<file path="config.mk">
export PLATFORM = sky130hd
export DESIGN_NAME = stage_dispatch_scheduler
export DESIGN_NICKNAME = d
export VERILOG_FILES = /design/src/rtl/gpu_sched_pkg.sv /design/src/rtl/sched_prio_pick.sv /design/src/rtl/stage_dispatch_scheduler.sv
export SDC_FILE = /design/constraint.sdc
export NUM_CORES = 1
export LEC_CHECK = 0
export CAP_MARGIN = 20
export CORE_AREA = 10 10 439 441
export DETAILED_ROUTE_END_ITERATION = 10
export DIE_AREA = 0 0 449 451
export PLACE_DENSITY = 0.35
export RECOVER_POWER = 25
export SLEW_MARGIN = 40
export SYNTH_ARGS = -nofsm -noshare
export SYNTH_HDL_FRONTEND = slang
export SYNTH_HIERARCHICAL = 1
export SYNTH_SLANG_ARGS = --single-unit
export TNS_END_PERCENT = 1
</file>
<file path="constraint.sdc">
create_clock -name clk -period 2.3 [get_ports clk]
set_clock_uncertainty 0.1 [all_clocks]
set_input_delay 0.575 -clock clk [delete_from_list [all_inputs] [get_ports clk]]
set_output_delay 0.575 -clock clk [all_outputs]
set_load 0.05 [all_outputs]
</file>
<file path="src/rtl/gpu_sched_pkg.sv">
// Shared types and constants for the stage dispatch scheduler.
// Optional queue aging is enabled by defining SCHED_AGING_EN.
package gpu_sched_pkg;

    localparam int DATA_W_DEF = 256;
    localparam int PC_W_DEF   = 16;
    localparam int SIZE_W_DEF = 16;

    typedef enum logic [2:0] {
        ST_IDLE  = 3'd0,
        ST_POP   = 3'd1,
        ST_LOAD  = 3'd2,
        ST_WRITE = 3'd3,
        ST_FOUND = 3'd4
    } state_t;

    localparam logic [1:0] GRANT_NONE = 2'd0;
    localparam logic [1:0] GRANT_T    = 2'd1;
    localparam logic [1:0] GRANT_L    = 2'd2;
    localparam logic [1:0] GRANT_P    = 2'd3;

endpackage

</file>
<file path="src/rtl/sched_prio_pick.sv">
// Combinational winner selection: an aged queue (lighting first) beats
// the fixed projection > lighting > transformation order.
import gpu_sched_pkg::*;

module sched_prio_pick #(
    parameter int SIZE_W = SIZE_W_DEF
) (
    input  logic [SIZE_W-1:0] t_size,
    input  logic [SIZE_W-1:0] l_size,
    input  logic [SIZE_W-1:0] p_size,
    input  logic              t_aged,
    input  logic              l_aged,
    output logic [1:0]        pick
);

    logic t_any;
    logic l_any;
    logic p_any;

    assign t_any = (t_size != '0);
    assign l_any = (l_size != '0);
    assign p_any = (p_size != '0);

    always_comb begin
        pick = GRANT_NONE;
        if (l_aged && l_any) begin
            pick = GRANT_L;
        end else if (t_aged && t_any) begin
            pick = GRANT_T;
        end else if (p_any) begin
            pick = GRANT_P;
        end else if (l_any) begin
            pick = GRANT_L;
        end else if (t_any) begin
            pick = GRANT_T;
        end
    end

endmodule

</file>
<file path="src/rtl/stage_dispatch_scheduler.sv">
// Picks a non-empty stage queue, pops one record and bulk-loads it into the
// register file. Define SCHED_AGING_EN to add starvation-avoidance aging.
import gpu_sched_pkg::*;

module stage_dispatch_scheduler #(
  parameter int DATA_W    = DATA_W_DEF,
  parameter int PC_W      = PC_W_DEF,
  parameter int SIZE_W    = SIZE_W_DEF,
  parameter int AGE_LIMIT = 8
) (
  input  logic              clk,
  input  logic              rst_n,
  input  logic              request_new_pc,
  input  logic [PC_W-1:0]   t_pc,
  input  logic [PC_W-1:0]   l_pc,
  input  logic [PC_W-1:0]   p_pc,
  input  logic [SIZE_W-1:0] t_size,
  input  logic [SIZE_W-1:0] l_size,
  input  logic [SIZE_W-1:0] p_size,
  input  logic [DATA_W-1:0] t_ret_regs,
  input  logic [DATA_W-1:0] l_ret_regs,
  input  logic [DATA_W-1:0] p_ret_regs,
  output logic              t_reading,
  output logic              l_reading,
  output logic              p_reading,
  output logic [PC_W-1:0]   new_pc,
  output logic [1:0]        grant,
  output logic [DATA_W-1:0] queue_regs,
  output logic              writing_regs,
  output logic              pc_found,
  output logic              no_work,
  output logic              busy
);

  state_t     state;
  state_t     state_nxt;
  logic [1:0] pick;
  logic       t_aged;
  logic       l_aged;
  logic       take;
  logic       t_rd_nxt;
  logic       l_rd_nxt;
  logic       p_rd_nxt;
  logic       wr_nxt;
  logic       found_nxt;
  logic       no_work_nxt;

  sched_prio_pick #(.SIZE_W(SIZE_W)) u_pick (
    .t_size (t_size),
    .l_size (l_size),
    .p_size (p_size),
    .t_aged (t_aged),
    .l_aged (l_aged),
    .pick   (pick)
  );

  always_ff @(posedge clk or negedge rst_n) begin
    if (!rst_n) begin
      state <= ST_IDLE;
    end else begin
      state <= state_nxt;
    end
  end

  // Each state lasts exactly one cycle except IDLE, so every pulse is one cycle wide.
  always_comb begin
    state_nxt   = state;
    take        = 1'b0;
    t_rd_nxt    = 1'b0;
    l_rd_nxt    = 1'b0;
    p_rd_nxt    = 1'b0;
    wr_nxt      = 1'b0;
    found_nxt   = 1'b0;
    no_work_nxt = 1'b0;
    case (state)
      ST_IDLE: begin
        if (request_new_pc) begin
          if (pick == GRANT_NONE) begin
            no_work_nxt = 1'b1;
          end else begin
            take      = 1'b1;
            t_rd_nxt  = (pick == GRANT_T);
            l_rd_nxt  = (pick == GRANT_L);
            p_rd_nxt  = (pick == GRANT_P);
            state_nxt = ST_POP;
          end
        end
      end
      ST_POP:   state_nxt = ST_LOAD;
      ST_LOAD: begin
        wr_nxt    = 1'b1;
        state_nxt = ST_WRITE;
      end
      ST_WRITE: begin
        found_nxt = 1'b1;
        state_nxt = ST_FOUND;
      end
      ST_FOUND: state_nxt = ST_IDLE;
      default:  state_nxt = ST_IDLE;
    endcase
  end

  always_ff @(posedge clk or negedge rst_n) begin
    if (!rst_n) begin
      t_reading    <= 1'b0;
      l_reading    <= 1'b0;
      p_reading    <= 1'b0;
      writing_regs <= 1'b0;
      pc_found     <= 1'b0;
      no_work      <= 1'b0;
      grant        <= GRANT_NONE;
      new_pc       <= '0;
      queue_regs   <= '0;
    end else begin
      t_reading    <= t_rd_nxt;
      l_reading    <= l_rd_nxt;
      p_reading    <= p_rd_nxt;
      writing_regs <= wr_nxt;
      pc_found     <= found_nxt;
      no_work      <= no_work_nxt;
      if (take) begin
        grant <= pick;
        case (pick)
          GRANT_P: new_pc <= p_pc;
          GRANT_L: new_pc <= l_pc;
          default: new_pc <= t_pc;
        endcase
      end
      // Queue data is valid during LOAD, one cycle after the pop pulse.
      if (state == ST_LOAD) begin
        case (grant)
          GRANT_P: queue_regs <= p_ret_regs;
          GRANT_L: queue_regs <= l_ret_regs;
          default: queue_regs <= t_ret_regs;
        endcase
      end
    end
  end

  assign busy = (state != ST_IDLE);

`ifdef SCHED_AGING_EN
  localparam int CNT_W = ($clog2(AGE_LIMIT + 1) > 4) ? $clog2(AGE_LIMIT + 1) : 4;

  logic [CNT_W-1:0] t_age;
  logic [CNT_W-1:0] l_age;

  assign t_aged = (t_age >= CNT_W'(AGE_LIMIT));
  assign l_aged = (l_age >= CNT_W'(AGE_LIMIT));

  // A waiting, bypassed queue ages; a granted or empty queue starts over.
  always_ff @(posedge clk or negedge rst_n) begin
    if (!rst_n) begin
      t_age <= '0;
      l_age <= '0;
    end else if (take) begin
      if ((t_size != '0) && (pick != GRANT_T)) begin
        t_age <= (t_age == '1) ? t_age : t_age + 1'b1;
      end else begin
        t_age <= '0;
      end
      if ((l_size != '0) && (pick != GRANT_L)) begin
        l_age <= (l_age == '1) ? l_age : l_age + 1'b1;
      end else begin
        l_age <= '0;
      end
    end
  end
`else
  assign t_aged = 1'b0;
  assign l_aged = 1'b0;
`endif

endmodule
</file>
==> run summary <==
CTS buffer count: 45
Seq cells post-synth: 283
Worst Tran Pin Value: 1420 ps
Iter 0 DRT Violations: 1,012
initial core utilization: 9.44%
placed cell area: 0.0323 sq mm
Final Cell Area: 0.0339 sq mm
Final Hold Fails: 0
largest net degree at the start of global routing: 77
status: finished, violations left
wire length on met3: 9610 um
Final Util: 18.4%
CP max FO: 7
DP HPWL: 119,000 um
Final Slew Violations: 0
Pleak: 14.8 nW
Fin Setup TNS: -141 ps
Post-Layout Cell Count: 5,349
clock power share: 15.3%
Rows: 158
root buf cell: clkbuf_16
Critical Path RT: 1620 ps
RSZ-0062 raised after global routing: yes
worst hold margin: 367 ps
Ys Warns: 6
vias per cell: 3.38
DRT Pass-1 Iters: 5
CP Cell Sequence: buf_4 -> or3_4 -> buf_6
Post-Place Cells: 5,257
post-layout power: 49.3 mW
Critical Path Slowest Stage Cell: or3_4
routed wire length: 139,000 um
vias in the first global route: 19,400
register clock-pin slew on the reported worst setup and hold paths: 50 ps
Final Worst Setup Slack: -84.2 ps
violated checks: setup timing
full die area: 0.202 sq mm
die width: 449 um
Mapped Cells: 1,608
Die Y-Extent: 451 um
clk sink count: 283
Worst VDD drop: 0.627 mV
Layout area overhead: 94.8%
final worst path period share: 104%
Switching Share: 52.1%
ANT nets after route: 0
Total Routing Usage GR: 13.0%
Mean Syn Cell Area: 10.8 sq um
global route overflow: 0
fmax: 419 MHz
met1 wire length: 55,900 um
critical path type: reg2out
Placer Congestion: 0.853
H-tree depth: 2
final setup violation count: 2
fin crit period: 2380 ps
top post-synthesis cells by area: dfrtp_1, a211oi_2, mux2i_1, a21o_1, nor2_1
wire length on met2: 70,100 um
fillcell total: 20,600
CTS tree: yes
Flop pwr share: 18.7%
post-synth top area share: 40.7%
Hold WC Path Type: reg2reg
combinational share of power: 66.0%
Critical Path AT: 1710 ps
clk_lat worst skew: 610 ps
cell taking the most area after synthesis: dfrtp_1
Nets: 3,694
I/O Pins: 1,148
register area share after synthesis: 40.7%
drt wl/cell: 25.9 um
core area: 0.184 sq mm
share of layout cells above drive strength 1: 26.2%
worst slack at placement: -707 ps
Power Internal: 23.6 mW
headroom to the max-slew limit: 5.22%
CP delay by family, top: simple AND/OR/NAND/NOR gates
initial antenna violation count: 65
P_sw: 25.7 mW
Cell variety after synth: 34
Residual DRC: 0
CTS Buffer Depth: 3
MaxCap Viol Count: 0
global-route wire length before repair: 182,000 um
Post-Syn Area: 0.0174 sq mm
Worst Path Buf+Inv: 2
CP Launch Type: register
routed via count: 18,100
Worst path max stage delay: 390 ps
Pwr Density: 1460 mW/mm^2
crit end category: primary output
Top Layer Used: met5
IO Port Bufs: 1,147
-- power by group through the flow --
stage	Clock [mW]	Sequential (mW)	Combinational, mW
3_3_place_gp	0	9.35	33.4
4_1_cts	7.94	9.32	33.2
6_report	7.56	9.24	32.5
2_1_floorplan	0	17.4	11.9
3_5_place_dp	0	9.38	33.4
5_1_grt	8.08	9.54	34.5
-- registers in the layout, indices dropped and copies added, names as in the netlist --
register and flops:
queue_regs 256, pc_found 1, new_pc 16, p_reading 1, grant 2, writing_regs 1, state 3, l_reading 1
no_work 1, t_reading 1
-- Yosys cell counts --
cell / instances
nor2_1: 262
or2_2: 16
o21ai_0: 2
buf_2: 63
o211ai_2: 11
nor4_2: 4
nor4b_4: 1
or3b_1: 1
a21o_1: 256
buf_1: 2
buf_4: 2
o2111ai_1: 16
o221a_1: 1
nand4_1: 3
clkinv_1: 1
nand2b_1: 1
mux2i_1: 256
or3_1: 1
xnor2_1: 1
a211oi_1: 44
nor4_1: 8
or4b_4: 1
a2bb2oi_1: 16
buf_6: 29
a211oi_2: 213
dfrtp_1: 283
o211ai_1: 5
clkbuf_1: 66
a22o_1: 1
a31oi_1: 1
inv_1: 2
conb_1: 1
nand2_1: 36
nor3_1: 2
-- layer usage --
layer | vias up | track usage (%)
met5 | - | 0
met4 | 44 | 2.86
met3 | 177 | 4.18
met2 | 697 | 23.1
met1 | 8773 | 15.2
li1 | 8401 | -
-- timing repair --
action                     in CTS  in global routing
buffers inserted                0                  2
hold endpoints to repair       20                  0
setup endpoints to repair      57                 21
cloned                          0                  0
hold buffers                    1                  0
gates resized for setup        58                  9
pin swaps                       0                  5
-- cell usage in the layout (no fill, tap or decap), types with 5 or more instances in the layout --
| cell type | instances |
|---|---|
| clkbuf_8 | 5 |
| clkinv_2 | 13 |
| a211oi_1 | 44 |
| or2_2 | 16 |
| a211oi_2 | 213 |
| o211ai_2 | 11 |
| nor4_1 | 5 |
| buf_12 | 28 |
| buf_4 | 369 |
| nand2_1 | 36 |
| a21o_1 | 256 |
| mux2i_1 | 256 |
| dfrtp_1 | 281 |
| bufinv_16 | 6 |
| dlygate4sd2_1 | 50 |
| clkdlybuf4s50_1 | 865 |
| diode_2 | 9 |
| clkbuf_2 | 6 |
| o211ai_1 | 5 |
| a2bb2oi_1 | 16 |
| nor4_2 | 7 |
| clkbuf_16 | 46 |
| o2111ai_1 | 13 |
| nor2_1 | 262 |
-- worst register-to-register path, cell delays in order, from the launching register on --
cell	delay, ps
dfrtp_4	450
buf_16	200
buf_4	370
mux2i_1	420
buf_4	230
a211oi_2	70
a21o_1	160
-- cell families (layout without fill, tap and decap cells) --
group | after synthesis | count (layout) | synth area share [%]
AOI/OAI and AO/OA | 566 | 566 | 31.1
and+or+nand+nor | 336 | 336 | 8.08
DFF | 283 | 283 | 40.7
muxes | 256 | 256 | 14.7
buffers and inverters | 165 | 1415 | 5.31
other | 1 | 12 | 0.0216
xor gates and xnor gates | 1 | 1 | 0.0504
-- worst paths after layout --
check,startpoint,to,slack (ps),depth (start not counted)
hold / removal,queue_regs[148]$_DFFE_PN0N_,queue_regs[148]$_DFFE_PN0N_,370,1
hold reg to reg,queue_regs[148]$_DFFE_PN0N_,queue_regs[148]$_DFFE_PN0N_,370,1
min in group asynchronous,rst_n,queue_regs[176]$_DFFE_PN0N_,740,2
setup reg to reg,grant[0]$_DFFE_PN0P_,queue_regs[58]$_DFFE_PN0N_,200,6
max in group asynchronous,rst_n,queue_regs[94]$_DFFE_PN0N_,110,3
setup / recovery,state[2]$_DFFE_PN0P_,busy,-80,3
-- area by class of cell --
cell class | instances | area [sq um] | area share, %
Antenna cell | 9 | 22.5 | 0.0665
Clock buffer | 55 | 1230 | 3.64
Clock inverter | 25 | 318 | 0.938
Inverter | 3 | 12.5 | 0.0369
Multi-Input combinational cell | 1162 | 9470 | 27.9
Sequential cell | 283 | 7090 | 20.9
Tap cell | 2480 | 3100 | 9.16
Timing Repair Buffer | 1332 | 12600 | 37.3
No activity file was read; power rests on OpenSTA's default activity.
